$ cat src/rtl/rmt_pkg.sv
// ---------------------------------------------------------------------------
// rmt_pkg
// Shared definitions for the ingress classifier: protocol constants, header
// byte offsets within the first two 256b beats, packet class and FSM state
// encodings, and a big-endian 16-bit field extractor.
// No ports (package).
// ---------------------------------------------------------------------------
package rmt_pkg;

    localparam logic [15:0] ETH_VLAN     = 16'h8100;
    localparam logic [15:0] ETH_IPV4     = 16'h0800;
    localparam logic [7:0]  IP_PROTO_UDP = 8'h11;

    // Byte offsets: beat 1 carries L2/L3 headers, beat 2 the UDP header (IHL=5)
    localparam int unsigned OFS_ETHTYPE  = 12;
    localparam int unsigned OFS_INNER_ET = 16;
    localparam int unsigned OFS_PROTO    = 27;
    localparam int unsigned OFS_DPORT    = 8;

    typedef enum logic [1:0] {
        CLS_DATA,
        CLS_CTRL,
        CLS_DROP
    } pkt_class_e;

    typedef enum logic [2:0] {
        ST_IDLE,
        ST_GET2,
        ST_EMIT1,
        ST_EMIT2,
        ST_PASS_D,
        ST_PASS_C,
        ST_DROP
    } clf_state_e;

    // Byte 0 is d[7:0]; field bytes are big-endian on the wire
    function automatic logic [15:0] be16(input logic [255:0] d, input int unsigned ofs);
        return {d[8*ofs +: 8], d[8*(ofs+1) +: 8]};
    endfunction

endpackage

$ cat src/rtl/axis_out_reg.sv
// ---------------------------------------------------------------------------
// axis_out_reg
// One-entry registered AXI-Stream output stage with downstream ready.
// Ports:
//   clk_i, rst_ni          clock, asynchronous active-low reset
//   load_i                 offer a beat (taken only when can_load_o)
//   data_i/user_i/keep_i/last_i  beat payload
//   ready_i                downstream tready
//   can_load_o             register is empty or draining this cycle
//   tdata_o/tuser_o/tkeep_o/tvalid_o/tlast_o  registered stream
// ---------------------------------------------------------------------------
module axis_out_reg #(
    parameter int unsigned DATA_W = 256,
    parameter int unsigned USER_W = 128
) (
    input  logic                clk_i,
    input  logic                rst_ni,
    input  logic                load_i,
    input  logic [DATA_W-1:0]   data_i,
    input  logic [USER_W-1:0]   user_i,
    input  logic [DATA_W/8-1:0] keep_i,
    input  logic                last_i,
    input  logic                ready_i,
    output logic                can_load_o,
    output logic [DATA_W-1:0]   tdata_o,
    output logic [USER_W-1:0]   tuser_o,
    output logic [DATA_W/8-1:0] tkeep_o,
    output logic                tvalid_o,
    output logic                tlast_o
);

    logic                valid_q;
    logic [DATA_W-1:0]   data_q;
    logic [USER_W-1:0]   user_q;
    logic [DATA_W/8-1:0] keep_q;
    logic                last_q;

    assign can_load_o = !valid_q || ready_i;

    always_ff @(posedge clk_i or negedge rst_ni) begin
        if (!rst_ni) begin
            valid_q <= 1'b0;
            data_q  <= '0;
            user_q  <= '0;
            keep_q  <= '0;
            last_q  <= 1'b0;
        end else if (load_i && can_load_o) begin
            valid_q <= 1'b1;
            data_q  <= data_i;
            user_q  <= user_i;
            keep_q  <= keep_i;
            last_q  <= last_i;
        end else if (ready_i) begin
            valid_q <= 1'b0;
        end
    end

    assign tdata_o  = data_q;
    assign tuser_o  = user_q;
    assign tkeep_o  = keep_q;
    assign tvalid_o = valid_q;
    assign tlast_o  = last_q;

endmodule

$ cat src/rtl/ingress_pkt_classifier.sv
// ---------------------------------------------------------------------------
// ingress_pkt_classifier
// Holds the first two beats of each ingress packet, classifies it as
// CTRL (VLAN/IPv4/UDP to CTRL_UDP_PORT), DATA (other VLAN) or DROP, then
// forwards it to the parser data stream (backpressured) or ctrl stream
// (no ready), or discards it. Keeps per-class packet counters.
// Ports:
//   axis_clk, aresetn        clock, asynchronous active-low reset
//   s_axis_*                 ingress stream (tready is backpressure)
//   m_axis_*                 data path to parser, with m_axis_tready
//   c_m_axis_*               ctrl path to parser, no ready
//   data/ctrl/drop_pkt_cnt   wrapping packet counters
// ---------------------------------------------------------------------------
module ingress_pkt_classifier
    import rmt_pkg::*;
#(
    parameter int unsigned C_S_AXIS_DATA_WIDTH  = 256,
    parameter int unsigned C_S_AXIS_TUSER_WIDTH = 128,
    parameter logic [15:0] CTRL_UDP_PORT        = 16'hf1f2,
    parameter int unsigned CNT_WIDTH            = 32
) (
    input  logic                              axis_clk,
    input  logic                              aresetn,
    input  logic [C_S_AXIS_DATA_WIDTH-1:0]    s_axis_tdata,
    input  logic [C_S_AXIS_TUSER_WIDTH-1:0]   s_axis_tuser,
    input  logic [C_S_AXIS_DATA_WIDTH/8-1:0]  s_axis_tkeep,
    input  logic                              s_axis_tvalid,
    input  logic                              s_axis_tlast,
    output logic                              s_axis_tready,
    output logic [C_S_AXIS_DATA_WIDTH-1:0]    m_axis_tdata,
    output logic [C_S_AXIS_TUSER_WIDTH-1:0]   m_axis_tuser,
    output logic [C_S_AXIS_DATA_WIDTH/8-1:0]  m_axis_tkeep,
    output logic                              m_axis_tvalid,
    output logic                              m_axis_tlast,
    input  logic                              m_axis_tready,
    output logic [C_S_AXIS_DATA_WIDTH-1:0]    c_m_axis_tdata,
    output logic [C_S_AXIS_TUSER_WIDTH-1:0]   c_m_axis_tuser,
    output logic [C_S_AXIS_DATA_WIDTH/8-1:0]  c_m_axis_tkeep,
    output logic                              c_m_axis_tvalid,
    output logic                              c_m_axis_tlast,
    output logic [CNT_WIDTH-1:0]              data_pkt_cnt,
    output logic [CNT_WIDTH-1:0]              ctrl_pkt_cnt,
    output logic [CNT_WIDTH-1:0]              drop_pkt_cnt
);

    localparam int unsigned DW = C_S_AXIS_DATA_WIDTH;
    localparam int unsigned UW = C_S_AXIS_TUSER_WIDTH;
    localparam int unsigned KW = C_S_AXIS_DATA_WIDTH / 8;
    localparam logic [CNT_WIDTH-1:0] CNT_ONE = {{(CNT_WIDTH-1){1'b0}}, 1'b1};

    clf_state_e state_q, state_d;
    pkt_class_e cls_q, idle_cls, get2_cls;

    logic [DW-1:0] h1_data_q, h2_data_q, emit_data;
    logic [UW-1:0] h1_user_q, h2_user_q, emit_user;
    logic [KW-1:0] h1_keep_q, h2_keep_q, emit_keep;
    logic          h1_last_q, h2_last_q, emit_last;

    logic [DW-1:0] c_data_q;
    logic [UW-1:0] c_user_q;
    logic [KW-1:0] c_keep_q;
    logic          c_valid_q, c_last_q;

    logic [CNT_WIDTH-1:0] data_cnt_q, ctrl_cnt_q, drop_cnt_q;

    logic accept, emit_ok, emit_fire, data_load, ctrl_load, drop_done;
    logic dout_can_load;

    // Classification: IDLE sees only beat 1 (1-beat packets), GET2 combines
    // the held beat 1 with the incoming beat 2.
    assign idle_cls = (be16(s_axis_tdata, OFS_ETHTYPE) == ETH_VLAN) ? CLS_DATA : CLS_DROP;

    always_comb begin
        get2_cls = CLS_DROP;
        if (be16(h1_data_q, OFS_ETHTYPE) == ETH_VLAN) begin
            get2_cls = CLS_DATA;
            if (be16(h1_data_q, OFS_INNER_ET) == ETH_IPV4 &&
                h1_data_q[8*OFS_PROTO +: 8] == IP_PROTO_UDP &&
                be16(s_axis_tdata, OFS_DPORT) == CTRL_UDP_PORT)
                get2_cls = CLS_CTRL;
        end
    end

    assign accept  = s_axis_tvalid && s_axis_tready;
    // Ctrl path has no backpressure; data path waits for the output register
    assign emit_ok = (cls_q == CLS_CTRL) || dout_can_load;

    // State register
    always_ff @(posedge axis_clk or negedge aresetn) begin
        if (!aresetn) state_q <= ST_IDLE;
        else          state_q <= state_d;
    end

    // Next-state logic
    always_comb begin
        state_d = state_q;
        case (state_q)
            ST_IDLE:
                if (accept) begin
                    if (!s_axis_tlast)              state_d = ST_GET2;
                    else if (idle_cls == CLS_DATA)  state_d = ST_EMIT1;
                end
            ST_GET2:
                if (accept) begin
                    if (get2_cls != CLS_DROP)       state_d = ST_EMIT1;
                    else if (s_axis_tlast)          state_d = ST_IDLE;
                    else                            state_d = ST_DROP;
                end
            ST_EMIT1:
                if (emit_ok) state_d = h1_last_q ? ST_IDLE : ST_EMIT2;
            ST_EMIT2:
                if (emit_ok) begin
                    if (h2_last_q)                  state_d = ST_IDLE;
                    else if (cls_q == CLS_CTRL)     state_d = ST_PASS_C;
                    else                            state_d = ST_PASS_D;
                end
            ST_PASS_D, ST_PASS_C, ST_DROP:
                if (accept && s_axis_tlast) state_d = ST_IDLE;
            default: state_d = ST_IDLE;
        endcase
    end

    // Output logic: ingress ready and the beat offered to the selected path
    always_comb begin
        logic rdy;
        rdy       = 1'b0;
        emit_fire = 1'b0;
        emit_data = h1_data_q;
        emit_user = h1_user_q;
        emit_keep = h1_keep_q;
        emit_last = h1_last_q;
        case (state_q)
            ST_IDLE, ST_GET2, ST_DROP: rdy = 1'b1;
            ST_EMIT1: emit_fire = emit_ok;
            ST_EMIT2: begin
                emit_fire = emit_ok;
                emit_data = h2_data_q;
                emit_user = h2_user_q;
                emit_keep = h2_keep_q;
                emit_last = h2_last_q;
            end
            ST_PASS_D, ST_PASS_C: begin
                rdy       = (state_q == ST_PASS_C) || dout_can_load;
                emit_fire = s_axis_tvalid && rdy;
                emit_data = s_axis_tdata;
                emit_user = s_axis_tuser;
                emit_keep = s_axis_tkeep;
                emit_last = s_axis_tlast;
            end
            default: rdy = 1'b0;
        endcase
        s_axis_tready = rdy && aresetn;
    end

    assign data_load = emit_fire && (cls_q == CLS_DATA);
    assign ctrl_load = emit_fire && (cls_q == CLS_CTRL);
    assign drop_done = accept && s_axis_tlast &&
                       ((state_q == ST_IDLE && idle_cls == CLS_DROP) ||
                        (state_q == ST_GET2 && get2_cls == CLS_DROP) ||
                        (state_q == ST_DROP));

    always_ff @(posedge axis_clk or negedge aresetn) begin
        if (!aresetn) begin
            cls_q      <= CLS_DROP;
            h1_data_q  <= '0;
            h1_user_q  <= '0;
            h1_keep_q  <= '0;
            h1_last_q  <= 1'b0;
            h2_data_q  <= '0;
            h2_user_q  <= '0;
            h2_keep_q  <= '0;
            h2_last_q  <= 1'b0;
            c_valid_q  <= 1'b0;
            c_data_q   <= '0;
            c_user_q   <= '0;
            c_keep_q   <= '0;
            c_last_q   <= 1'b0;
            data_cnt_q <= '0;
            ctrl_cnt_q <= '0;
            drop_cnt_q <= '0;
        end else begin
            if (state_q == ST_IDLE && accept) begin
                h1_data_q <= s_axis_tdata;
                h1_user_q <= s_axis_tuser;
                h1_keep_q <= s_axis_tkeep;
                h1_last_q <= s_axis_tlast;
                cls_q     <= idle_cls;
            end
            if (state_q == ST_GET2 && accept) begin
                h2_data_q <= s_axis_tdata;
                h2_user_q <= s_axis_tuser;
                h2_keep_q <= s_axis_tkeep;
                h2_last_q <= s_axis_tlast;
                cls_q     <= get2_cls;
            end
            c_valid_q <= ctrl_load;
            if (ctrl_load) begin
                c_data_q <= emit_data;
                c_user_q <= emit_user;
                c_keep_q <= emit_keep;
                c_last_q <= emit_last;
            end
            if (data_load && emit_last) data_cnt_q <= data_cnt_q + CNT_ONE;
            if (ctrl_load && emit_last) ctrl_cnt_q <= ctrl_cnt_q + CNT_ONE;
            if (drop_done)              drop_cnt_q <= drop_cnt_q + CNT_ONE;
        end
    end

    axis_out_reg #(
        .DATA_W (DW),
        .USER_W (UW)
    ) u_data_out (
        .clk_i      (axis_clk),
        .rst_ni     (aresetn),
        .load_i     (data_load),
        .data_i     (emit_data),
        .user_i     (emit_user),
        .keep_i     (emit_keep),
        .last_i     (emit_last),
        .ready_i    (m_axis_tready),
        .can_load_o (dout_can_load),
        .tdata_o    (m_axis_tdata),
        .tuser_o    (m_axis_tuser),
        .tkeep_o    (m_axis_tkeep),
        .tvalid_o   (m_axis_tvalid),
        .tlast_o    (m_axis_tlast)
    );

    assign c_m_axis_tdata  = c_data_q;
    assign c_m_axis_tuser  = c_user_q;
    assign c_m_axis_tkeep  = c_keep_q;
    assign c_m_axis_tvalid = c_valid_q;
    assign c_m_axis_tlast  = c_last_q;

    assign data_pkt_cnt = data_cnt_q;
    assign ctrl_pkt_cnt = ctrl_cnt_q;
    assign drop_pkt_cnt = drop_cnt_q;

endmodule

$ cat config.mk
export PLATFORM = sky130hd
export DESIGN_NAME = ingress_pkt_classifier
export DESIGN_NICKNAME = d
export VERILOG_FILES = /design/src/rtl/rmt_pkg.sv /design/src/rtl/axis_out_reg.sv /design/src/rtl/ingress_pkt_classifier.sv
export SDC_FILE = /design/constraint.sdc
export NUM_CORES = 2
export LEC_CHECK = 0
export ABC_AREA = 1
export CAP_MARGIN = 20
export CORE_AREA = 2 2 523 525
export DETAILED_ROUTE_END_ITERATION = 8
export DIE_AREA = 0 0 525 527
export GPL_TIMING_DRIVEN = 0
export PLACE_DENSITY = 0.59
export SLEW_MARGIN = 20
export SYNTH_ARGS = -nofsm -noshare
export SYNTH_HDL_FRONTEND = slang
export SYNTH_HIERARCHICAL = 1
export SYNTH_SLANG_ARGS = --single-unit
$ cat constraint.sdc
create_clock -name axis_clk -period 3.1 [get_ports axis_clk]
set_input_delay 0.62 -clock axis_clk [delete_from_list [all_inputs] [get_ports axis_clk]]
set_output_delay 0.62 -clock axis_clk [all_outputs]
set_load 0.05 [all_outputs]
# Yosys cells after proc, flatten, opt, wreduce, memory -nomap -nowiden
# Index checks and enable logic that the tools add are counted.
# Widths: inputs -> output; s select.
# word_totals
reg_bits	1771
wordCells	105
in_bits	421
# op_classes
n_eq_ne	21
muxes	26
reduce_logical	32
n_addsub	3
# ops
operator	n
$pmux 256 s2	1
$pmux 128 s2	1
$add 32x1->32 const B	3
$pmux 32 s2	1
$eq 16x16->1 const B	3
$mux 3	10
$eq 16x12->1 const B	1
$logic_and 1x1->1	16
$pmux 3 s5	1
$ne 2x2->1 const B	6
$mux 2	5
$eq 3x3->1 const B	3
$eq 8x5->1 const B	1
$eq 3x2->1 const B	2
$pmux 1 s2	3
$reduce_and 6->1	1
$reduce_or 3->1	2
$logic_or 1x1->1	5
$eq 2x2->1 const B	2
$logic_not 2->1	2
$mux 1	4
$reduce_bool 2->1	2
$reduce_or 2->1	2
$eq 3x1->1 const B	1
4 further kinds	4

# Depth between registers and ports, before layout
# logic_depth
ltp_word	10
depth_mapped	16
mapped_depth_nobuf	12

# Hierarchy
# Netlist, hierarchy kept.
# by_module_without_submodules
mod	seq_area_each_um2	cells_each	area_per_inst_um2	n_inst
ingress_pkt_classifier	33858.7	7337	59866.2	1
axis_out_reg	10460.0	1811	16309.4	1

# Worst setup path after synthesis
# Ideal clock, no wire load.
# synth_path
path_type	reg2out
startpoint	register u_data_out.valid_q (netlist: u_data_out/tvalid_o)
endpoint	output port s_axis_tready
t_arrival_ns	1.813
slack_ns	0.667
stages_incl_launch_ff	9
required_time_ns	2.480
cell_sequence	dfrtp_1 nand2_2 buf_2 buf_2 inv_1 nand2_1 nand2_1 nand3_1 and2_1
# synth_via
elab_chain_cells	5
# synth_rtl
item	line	source
start: declaration	axis_out_reg.sv:32	logic valid_q;
start signal: assignment	axis_out_reg.sv:42	valid_q <= 1'b0;
start signal: assignment	axis_out_reg.sv:48	valid_q <= 1'b1;
start signal: assignment	axis_out_reg.sv:54	valid_q <= 1'b0;
$logic_not 1->1	axis_out_reg.sv:38	assign can_load_o = !valid_q || ready_i;
$logic_or 1x1->1	axis_out_reg.sv:38	
via dout_can_load	ingress_pkt_classifier.sv:67	logic dout_can_load;
$logic_or 1x1->1	ingress_pkt_classifier.sv:143	rdy = (state_q == ST_PASS_C) || dout_can_load;
$pmux 1 s2	ingress_pkt_classifier.sv:132	case (state_q)
$logic_and 1x1->1	ingress_pkt_classifier.sv:152	s_axis_tready = rdy && aresetn;
end: declaration	ingress_pkt_classifier.sv:29	output logic s_axis_tready,
# The timed path passes the listed nets, and every way through them passes these cells.

# Worst setup path in the final report
# layout_path
startpoint	register state_q[1]
endpoint	register c_data_q[178] (netlist: c_m_axis_tdata[178])
# layout_via
word_cells_on_any_way	11
classes_between	eq/ne: 4; mux: 2; reduce/logical: 5
# layout_lines
item	line	source
start: declaration	ingress_pkt_classifier.sv:51	clf_state_e state_q, state_d;
start signal: assignment	ingress_pkt_classifier.sv:91	else state_q <= state_d;
$eq 3x3->1	ingress_pkt_classifier.sv:132	
$reduce_or 2->1	ingress_pkt_classifier.sv:132	
$pmux 256 s2 (*)	ingress_pkt_classifier.sv:132	
via emit_data[178]	ingress_pkt_classifier.sv:54	logic [DW-1:0] h1_data_q, h2_data_q, emit_data;
end signal: assignment	ingress_pkt_classifier.sv:198	c_data_q <= emit_data;
end: declaration	ingress_pkt_classifier.sv:59	logic [DW-1:0] c_data_q;
# The timed path passes the listed nets; every way through them passes the cells marked *.
# A chain may end at the register's enable or synchronous reset.

==> flow_metrics.py <==
metrics = {
    "power_and_ir_drop": {
        "power_frac_comb_pct": 39.8,
        "p_per_area_nw_per_um2": 970,
        "switchingPower_mw": 43.3,
        "peakVddDrop_uv": 546,
        "power.static_leakage_nw": 49.8,
        "p_int_mw": 56.2,
        "clkPwrFrac_pct": 25.5,
        "power.total_mw": 99.4,
        "power_frac_seq_pct": 34.7,
        "p_sw_share_pct": 43.5,
    },
    "sta": {
        "fmax_mhz": 328,
        "clock_skew_ns": 0.0505,
        "setup_viol": 0,
        "holdWs_ns": -0.434,
        "worstMarginPinSlew_ns": 1.12,
        "min_period_over_period_pct": 98.4,
        "finalMaxSlewViolations": 0,
        "relSlewSlack_pct": 25.9,
        "period_needed_ns": 3.05,
        "hold_violations": 234,
    },
    "worst_setup_path": {
        "crit_arrival_ns": 3.85,
        "path_common_cell": "nand2_1",
        "critical_path_class": "reg2reg",
        "path_delay_family": "buffers and inverters",
        "crit_path_max_incr_delay_ns": 0.76,
        "endpoint_kind": "register",
        "crit_required_ns": 3.90,
        "worstPathBufferInverterCount": 5,
        "path_cells": "buf_4 > inv_1 > nand2_1 > buf_4 > clkbuf_2 > clkbuf_2 > o211ai_1 > nand2_1 > nand2_1",
        "cp-start-kind": "register",
        "critPathMaxFanout": 11,
        "critPathSlowestCell": "o211ai_1",
    },
    "floorplan": {
        "rows": 192,
        "initial_core_util_pct": 28.0,
        "die_h_um": 527,
        "num_io_pins": 1354,
        "core_area_um2": 272000,
        "dieWidth_um": 525,
        "dieArea_um2": 277000,
    },
    "drt": {
        "wl_per_cell_um": 27.3,
        "wl_mm": 397,
        "route.vias.total": 72411,
        "drtIter0Drc": 7605,
        "final_antenna_net_count": 0,
        "vias_per_cell": 4.98,
        "first_pass_iters": 6,
        "drc": 0,
    },
    "yosys": {
        "ys_types": 28,
        "seq_area_frac_synth_pct": 58.2,
        "avgSynthCellArea_um2": 8.33,
        "synth_area_um2": 76200,
        "synthCells": 9148,
        "yosys_warnings": 6,
        "ys_ff_latch": 1771,
        "synth_nets": 9572,
    },
    "layout": {
        "final_cell_mix": "nand2_1, dfrtp_1, clkdlybuf4s50_1",
        "nets": 11162,
        "final.fill_count": 28055,
        "mostFrequentLayoutCell": "nand2_1",
        "areaGrowthSynthToFinish_pct": 34.5,
        "final_area_um2": 102000,
        "drive_gt1_share_pct": 6.93,
    },
    "global_route": {
        "grt_first_pass_wirelength_mm": 547,
        "grt-ovfl-total": 0,
        "grt_max_degree": 143,
        "grt_usage_pct": 27.8,
        "grt_pass1_vias": 69041,
        "grt_antenna_before_repair": 143,
    },
    "clock_tree": {
        "cts_tree": "done",
        "clk_pin_slew_ns": 0.06,
        "clockBufferDepth": 4,
        "cts_sinks": 1771,
        "cts_buffers": 203,
        "clkLatencyLatePin_ns": 0.91,
        "h-tree-depth": 4,
        "cts-root-buf": "clkbuf_16",
    },
    "status": {
        "violations": "hold timing",
        "status": "finished with violations",
    },
    "placement": {
        "place_congestion": 0.945,
        "placedInstanceArea_um2": 94900,
        "hpwl_mm": 304,
        "port_buffers": 1353,
    },
    "flow_run": {
        "maxCapViolCount": 0,
    },
    "min_path": {
        "min-delay-path-class": "in2async",
    },
}
power by group through the flow:
stage               clock network (mW)  logic [mW]  registers, mW
finish                            25.3        39.6           34.5
global route                      26.6        42.1           35.3
CTS                               25.7        39.4           34.4
detailed placement                   0        39.1           34.6
global placement                     0        37.9           34.6
floorplan                            0        14.6           41.1
logic make-up after synthesis:
kind of cell    synth area share [%]
simple gates                    25.4
compound gates                  9.86
xor+xnor                       0.575
flops                           58.2
fa+ha+maj                     0.0493
buf+inv                         5.95
final timing paths:
path                       cells after the start                     end  slack [ns]              startpoint
min in group axis_clk                          3            h2_user_q[1]        0.31         s_axis_tuser[1]
hold reg to reg                                2  u_data_out/tkeep_o[31]        0.47  u_data_out/tkeep_o[31]
setup reg to reg                               9     c_m_axis_tdata[178]        0.05              state_q[1]
setup / recovery                               9     c_m_axis_tdata[178]        0.05              state_q[1]
hold / removal                                 1      c_m_axis_tdata[58]       -0.43                 aresetn
max in group asynchronous                      5  u_data_out/tuser_o[15]        0.90                 aresetn
per-stage QoR:
step                hold WS [ns]  util (%)  setup TNS (ns)  setup slack, ns  instances
floorplan                  0.324         -               0            0.667       9148
global placement           0.453      34.7               -           -84.45      14090
detailed placement         0.439      34.9        -3143.64            -2.64      14115
CTS                       -0.502      37.6         -0.0369          -0.0334      14479
global route              -0.479      37.7        -0.00612         -0.00612      14511
finish                    -0.434      37.7               0           0.0482      14547
state kept, by name (all words and copies together), names as in the netlist, 128 cells and up:
signal and count:
c_m_axis_tdata 256, h2_data_q 256, u_data_out/tdata_o 256, h1_data_q 256
h2_user_q 128, u_data_out/tuser_o 128, h1_user_q 128, c_m_axis_tuser 128
cells in the mapped netlist:
cell	count	area share, %
nand2_1	4213	21
dfrtp_1	1770	58
o21ai_0	727	4.8
inv_1	520	2.6
nand3_1	493	3.2
o211ai_1	388	3.8
buf_2	275	1.8
clkbuf_1	251	1.2
nor2_1	165	0.81
o21ai_1	137	0.90
xor2_1	41	0.47
buf_1	31	0.15
o221ai_1	28	0.32
nand3b_1	21	0.21
nand4_1	20	0.16
nor3_1	16	0.11
buf_4	15	0.15
xnor2_1	9	0.10
inv_2	8	0.039
a21oi_1	5	0.033
ha_1	3	0.049
nand2_2	3	0.025
nor2_2	3	0.025
nand3_2	2	0.026
and2_1	1	0.0082
dfstp_2	1	0.034
nor2_4	1	0.015
o22ai_1	1	0.0082
per-layer routing:
metal | up-vias | track usage [%] | share of wire (%)
met5 | - | 0 | 0.15
met4 | 88 | 13.4 | 5.2
met3 | 711 | 8.78 | 9.5
met2 | 3355 | 44.4 | 46
met1 | 35878 | 34.0 | 39
li1 | 32379 | - | -
layout make-up:
cell class | count | area [µm²] | share of cell area (%)
Antenna cell | 65 | 163 | 0.159
Buffer | 570 | 2880 | 2.81
Clock buffer | 285 | 5800 | 5.66
Clock inverter | 75 | 1080 | 1.06
Inverter | 528 | 1980 | 1.93
Multi-Input combinational cell | 6277 | 27400 | 26.7
Sequential cell | 1771 | 44300 | 43.3
Tap cell | 3589 | 4490 | 4.38
Timing Repair Buffer | 1387 | 14400 | 14.0
worst reg2reg max path: cells and delay by family (launching register included):
| kind | cells | cell delay [ns] |
|---|---|---|
| DFF | 1 | 0.36 |
| AOI/OAI and AO/OA | 1 | 0.78 |
| buffers and inverters | 5 | 1.44 |
| and+or+nand+nor | 3 | 0.42 |
what timing repair did:
| action | in CTS | in global routing |
|---|---|---|
| endpoints found under the setup margin | 1777 | 303 |
| buffers inserted | 4 | 0 |
| endpoints found under the hold margin | 396 | 203 |
| gates cloned | 1 | 0 |
| gates resized for setup | 106 | 59 |
| pin swaps | 2 | 0 |
No activity file was read; power rests on OpenSTA's default activity.
